==> config.mk <==
export PLATFORM = sky130hd
export DESIGN_NAME = mac_acc_pipe
export DESIGN_NICKNAME = d
export VERILOG_FILES = /design/src/rtl/mac_acc_pipe.sv
export SDC_FILE = /design/constraint.sdc
export NUM_CORES = 1
export LEC_CHECK = 0
export CAP_MARGIN = 20
export CORE_UTILIZATION = 40
export CTS_CLUSTER_DIAMETER = 40
export DETAILED_ROUTE_END_ITERATION = 12
export PLACE_DENSITY = 0.57
export SLEW_MARGIN = 10
export SYNTH_ARGS = -nofsm -noshare
export SYNTH_HDL_FRONTEND = slang
export SYNTH_SLANG_ARGS = --single-unit
export TNS_END_PERCENT = 5
==> constraint.sdc <==
create_clock -name clk -period 2.95 [get_ports clk]
set_input_delay 0.59 -clock clk [delete_from_list [all_inputs] [get_ports clk]]
set_output_delay 0.59 -clock clk [all_outputs]
set_load 0.1 [all_outputs]
==> src/rtl/mac_acc_pipe.sv <==
// mac_acc_pipe: three-stage pipelined unsigned multiply-accumulate with
// frame-length accumulation, a synchronous clear that travels with its
// sample, and wrap or saturate overflow handling with a sticky flag.
//
// Ports:
//   clk        rising-edge clock
//   rst        asynchronous active-low reset
//   in_valid   a, b, cin valid this cycle
//   a, b       unsigned operands (WIDTH bits)
//   cin        carry-in added along with a*b
//   clear      synchronous accumulator clear, pipelined with its cycle
//   acc_len    samples per frame, 0 = free-running; latched at frame start
//   result     accumulator value (ACC_WIDTH bits)
//   out_valid  one-cycle pulse while result holds a completed frame total
//   cout       sticky overflow flag for the current frame
//   count      samples accumulated in the current frame
module mac_acc_pipe #(
  parameter int unsigned WIDTH     = 4,
  parameter int unsigned ACC_WIDTH = 8,
  parameter int unsigned SATURATE  = 0,
  parameter int unsigned LEN_WIDTH = 8
) (
  input  logic                 clk,
  input  logic                 rst,
  input  logic                 in_valid,
  input  logic [WIDTH-1:0]     a,
  input  logic [WIDTH-1:0]     b,
  input  logic                 cin,
  input  logic                 clear,
  input  logic [LEN_WIDTH-1:0] acc_len,
  output logic [ACC_WIDTH-1:0] result,
  output logic                 out_valid,
  output logic                 cout,
  output logic [LEN_WIDTH-1:0] count
);

  localparam int unsigned PW = 2 * WIDTH;
  localparam int unsigned SW = ACC_WIDTH + 1;

  typedef enum logic [1:0] {
    IDLE = 2'd0,
    ACC  = 2'd1,
    DONE = 2'd2
  } state_t;

  // Stage 1: operand capture; operands are zeroed when not valid so
  // nothing undefined can reach the multiplier.
  logic                 v1;
  logic                 clr1;
  logic [WIDTH-1:0]     a1;
  logic [WIDTH-1:0]     b1;
  logic                 cin1;

  always_ff @(posedge clk or negedge rst) begin
    if (!rst) begin
      v1   <= 1'b0;
      clr1 <= 1'b0;
      a1   <= '0;
      b1   <= '0;
      cin1 <= 1'b0;
    end else begin
      v1   <= in_valid;
      clr1 <= clear;
      a1   <= in_valid ? a : '0;
      b1   <= in_valid ? b : '0;
      cin1 <= in_valid & cin;
    end
  end

  // Stage 2: full-width product, zero-extended to the accumulator width.
  logic                 v2;
  logic                 clr2;
  logic [ACC_WIDTH-1:0] prod2;
  logic                 cin2;
  logic [PW-1:0]        prod_full;

  assign prod_full = PW'(a1) * PW'(b1);

  always_ff @(posedge clk or negedge rst) begin
    if (!rst) begin
      v2    <= 1'b0;
      clr2  <= 1'b0;
      prod2 <= '0;
      cin2  <= 1'b0;
    end else begin
      v2    <= v1;
      clr2  <= clr1;
      prod2 <= ACC_WIDTH'(prod_full);
      cin2  <= cin1;
    end
  end

  // Stage 3: accumulator and frame FSM.
  state_t               state_q, state_d;
  logic [ACC_WIDTH-1:0] acc_q, acc_d;
  logic [LEN_WIDTH-1:0] cnt_q, cnt_d;
  logic [LEN_WIDTH-1:0] len_q, len_d;
  logic                 cout_q, cout_d;
  logic                 ov_q;

  logic [SW-1:0]        sum;
  logic [ACC_WIDTH-1:0] start_acc;
  logic [LEN_WIDTH-1:0] cnt_inc;
  logic                 start;

  // A fresh frame's first term, (2^W-1)^2 + 1, always fits in ACC_WIDTH.
  assign sum       = SW'(acc_q) + SW'(prod2) + SW'(cin2);
  assign start_acc = prod2 + ACC_WIDTH'(cin2);
  assign cnt_inc   = cnt_q + LEN_WIDTH'(1);

  always_ff @(posedge clk or negedge rst) begin
    if (!rst) begin
      state_q <= IDLE;
      acc_q   <= '0;
      cnt_q   <= '0;
      len_q   <= '0;
      cout_q  <= 1'b0;
      ov_q    <= 1'b0;
    end else begin
      state_q <= state_d;
      acc_q   <= acc_d;
      cnt_q   <= cnt_d;
      len_q   <= len_d;
      cout_q  <= cout_d;
      ov_q    <= (state_d == DONE);
    end
  end

  // Next-state: clear outranks frame completion; a valid sample arriving
  // in IDLE or DONE (or with clear) opens a new frame in the same cycle.
  always_comb begin
    state_d = state_q;
    acc_d   = acc_q;
    cnt_d   = cnt_q;
    len_d   = len_q;
    cout_d  = cout_q;
    start   = 1'b0;

    if (clr2) begin
      if (v2) begin
        start = 1'b1;
      end else begin
        state_d = IDLE;
        acc_d   = '0;
        cnt_d   = '0;
        cout_d  = 1'b0;
      end
    end else begin
      case (state_q)
        IDLE: begin
          if (v2) start = 1'b1;
        end
        ACC: begin
          if (v2) begin
            cnt_d = cnt_inc;
            if (sum[ACC_WIDTH]) begin
              cout_d = 1'b1;
              acc_d  = (SATURATE != 0) ? '1 : sum[ACC_WIDTH-1:0];
            end else if ((SATURATE != 0) && cout_q) begin
              // Saturated frames stay pinned at full scale.
              acc_d = '1;
            end else begin
              acc_d = sum[ACC_WIDTH-1:0];
            end
            if ((len_q != '0) && (cnt_inc == len_q)) state_d = DONE;
          end
        end
        DONE: begin
          if (v2) begin
            start = 1'b1;
          end else begin
            state_d = IDLE;
            cnt_d   = '0;
            cout_d  = 1'b0;
          end
        end
        default: state_d = IDLE;
      endcase
    end

    if (start) begin
      acc_d   = start_acc;
      cnt_d   = LEN_WIDTH'(1);
      cout_d  = 1'b0;
      len_d   = acc_len;
      state_d = (acc_len == LEN_WIDTH'(1)) ? DONE : ACC;
    end
  end

  assign result    = acc_q;
  assign count     = cnt_q;
  assign cout      = cout_q;
  assign out_valid = ov_q;

endmodule

==> flow_summary.toml <==
[run_status]
status = "finished, final reports clean"

[placed_design]
place.gp.congestion = 0.816
pre_cts_slack_ps = 211
dpl.hpwl_mm = 4.82
portBuffers = 38

[power]
power_frac_clock_pct = 21.3
combPwrFrac_pct = 37.2
ir_worst_vdd_mv = 0.186
p_leak_nw = 1.75
p_total_mw = 2.03
p_int_mw = 1.20
seqPwrFrac_pct = 41.4
powerDensity_mw_per_mm2 = 556
p_switching_mw = 0.834
swShare_pct = 41.1

[sta]
hold_viol = 0
tightestPinTransition_ps = 657
max_freq_ghz = 0.367
finalCriticalPeriod_ps = 2730
tns_ps = 0
clock_skew_ps = 7.07
setup_ws_ps = 222
whs_ps = 247
slew_violations = 0
slew_headroom_pct = 56.2
setup_viol = 0
rsz0062_at_grt = "false"
finalCritPeriodShare_pct = 92.5

[clocking]
cts_hold_buf = 0
insertion_delay_ps = 300
clk_pin_slew_worst_paths_ps = 100
cts-root-buf = "clkbuf_8"
cts_inserted_buffers = 5
cts.sinks = 50
cts_max_path_buffers = 2
cts_resized = 0
ctsHtreeMaxLevel = 2
postCtsSetupBuffers = 0
tritoncts = "yes"

[synthesis]
synth_fp_nets = 379
synth_top_area_share_pct = 40.4
yosysUniqueCellTypes = 47
synth_ff_type = "dfrtp_1"
ys_warn_count = 0
synth_area_sq_mm = 0.00310
async_flop_share_pct = 100
netlist_instances = 326
syn_area_per_cell_sq_um = 9.50
synth_enable_flop_cells = 0
yosysTopAreaCell = "dfrtp_1"
netlist_top_cells_area = "dfrtp_1, ha_1, nand2_1, and2_1, fa_1"
synth_seq_area_share_pct = 40.4
ys_ff_latch = 50

[global_routing]
grtUsageTotal_pct = 16.4
gr-total-overflow = 0
grt_busiest_layer = "met2"
met2_usage_pct = 24.9
met3_usage_pct = 2.79
use_met1_pct = 24.3
antenna_found_initial = 0
grt_first_pass_wirelength_mm = 10.7
first_global_vias = 2223
grt_max_degree = 31

[route]
drtIter0Drc = 114
vias = 2340
route.final.wire_length_mm = 6.22
wl_per_cell_um = 13.3
first_pass_iters = 4
drc = 0
vias_per_cell = 5.00
drt.antenna.violating_nets = 0

[worst_setup_path]
worstReg2RegEnd = "prod2[7]$_DFF_PN0_"
worst-path-stages = 10
reg2reg_depth = 10
path_buf_inv = 1
cp-endpoint = "prod2[7]$_DFF_PN0_"
crit_family = "adder cells"
arrival_ps = 2950
path_cells = "nand2_1 -> fa_1 -> fa_1 -> inv_1 -> ha_1 -> a21o_1 -> a21oi_1 -> o21bai_1 -> a21oi_1 -> xnor2_1"
end_kind = "flip-flop"
critPathKind = "reg -> reg"
path_max_fanout = 4
required_ps = 3170
critPathLaunch = "b1[3]$_DFF_PN0_"
start_kind = "flip-flop"
slowest_delay_ps = 550
r2r_slack_ps = 220
cpMaxStageDelayCell = "fa_1"
timing.rr.start = "b1[3]$_DFF_PN0_"

[die]
die_x_um = 90.0
start_util_pct = 42.0
die_h_um = 90.0
boundaryPins = 39
row_count = 31
die_area_sq_mm = 0.00809
coreArea_sq_mm = 0.00737

[cells_and_area]
final_common_cell = "dfrtp_1"
most-common-layout-cells = "dfrtp_1, nand2_1, ha_1, buf_4, and2_1"
drive_above_1_share_pct = 9.76
areaGrowthSynthToFinish_pct = 17.9
fin_nets = 421
num_antenna_cells = 0

[min_path]
hp-class = "in -> async"

[flow_run]
drv_cap = 0
## worst min-delay path by stage
stage | start | cells after the start | endpoint | slack (ps)
final | rst | 1 | clr1$_DFF_PN0_ | 250
after CTS | rst | 1 | clr1$_DFF_PN0_ | 260
after detailed placement | cin1$_DFF_PN0_ | 0 | cin2$_DFF_PN0_ | 340
after global routing | rst | 1 | clr2$_DFF_PN0_ | 280
after floorplan | rst | 0 | a1[0]$_DFF_PN0_ | 290
after global placement | v1$_DFF_PN0_ | 0 | v2$_DFF_PN0_ | 330
## final cells by class
class / count / area (sq um)
fill: 719 / 3720
multi-input combinational: 249 / 1740
sequential: 50 / 1250
timing repair buffer: 43 / 368
tap: 99 / 124
clock buffer: 6 / 82.6
inverter: 19 / 71.3
clock inverter: 2 / 17.5
## synthesized netlist by cell type, types with 3 or more instances
cell      instances
xor2_1            9
ha_1             26
nor2_1           15
or2_1             3
o21ai_0           7
a21oi_1          17
inv_1            19
nor2b_1           4
o31ai_1           4
buf_2             3
o21a_1            4
nor3_1            9
o21ai_1          13
and2_1           21
a21o_1            7
clkbuf_1          4
and3_1            3
nor4_1            3
fa_1              6
dfrtp_1          50
xnor2_1          12
a22oi_1           4
nand3_1           9
nand2_1          46
## through the flow
step	cell area, sq um	util, %	std cells
after floorplan	3100	-	326
after global placement	3550	48.2	460
after detailed placement	3550	48.2	460
after CTS	3650	49.5	468
after global routing	3650	49.5	468
final	3650	49.5	468
## state kept, by name, indices dropped and copies added, names as in the netlist, 2 cells and up
name / count
a1: 4
b1: 4
count: 8
len_q: 8
prod2: 8
result: 8
state_q: 2
## layer usage
layer,vias to the layer above,share of wire (%)
met5,-,0
met4,0,0.87
met3,5,2.5
met2,32,43
met1,1093,53
li1,1210,-
## kinds of logic after synthesis
logic type / count (synthesis) / share of synthesized area (%)
mux: 2 / 0.687
buf+inv: 27 / 3.52
xor+xnor: 21 / 5.94
simple gates: 120 / 19.1
flops: 50 / 40.4
compound gates: 74 / 16.0
fa+ha+maj: 32 / 14.4
## power by group through the flow
stage | clock, mW | sequential (mW) | combinational, mW
after floorplan | 0 | 1.10 | 0.320
after global placement | 0 | 0.853 | 0.752
after detailed placement | 0 | 0.855 | 0.758
after CTS | 0.460 | 0.842 | 0.761
after global routing | 0.480 | 0.856 | 0.817
final | 0.433 | 0.841 | 0.756
Note: power is estimated with default switching activity, not from simulation.
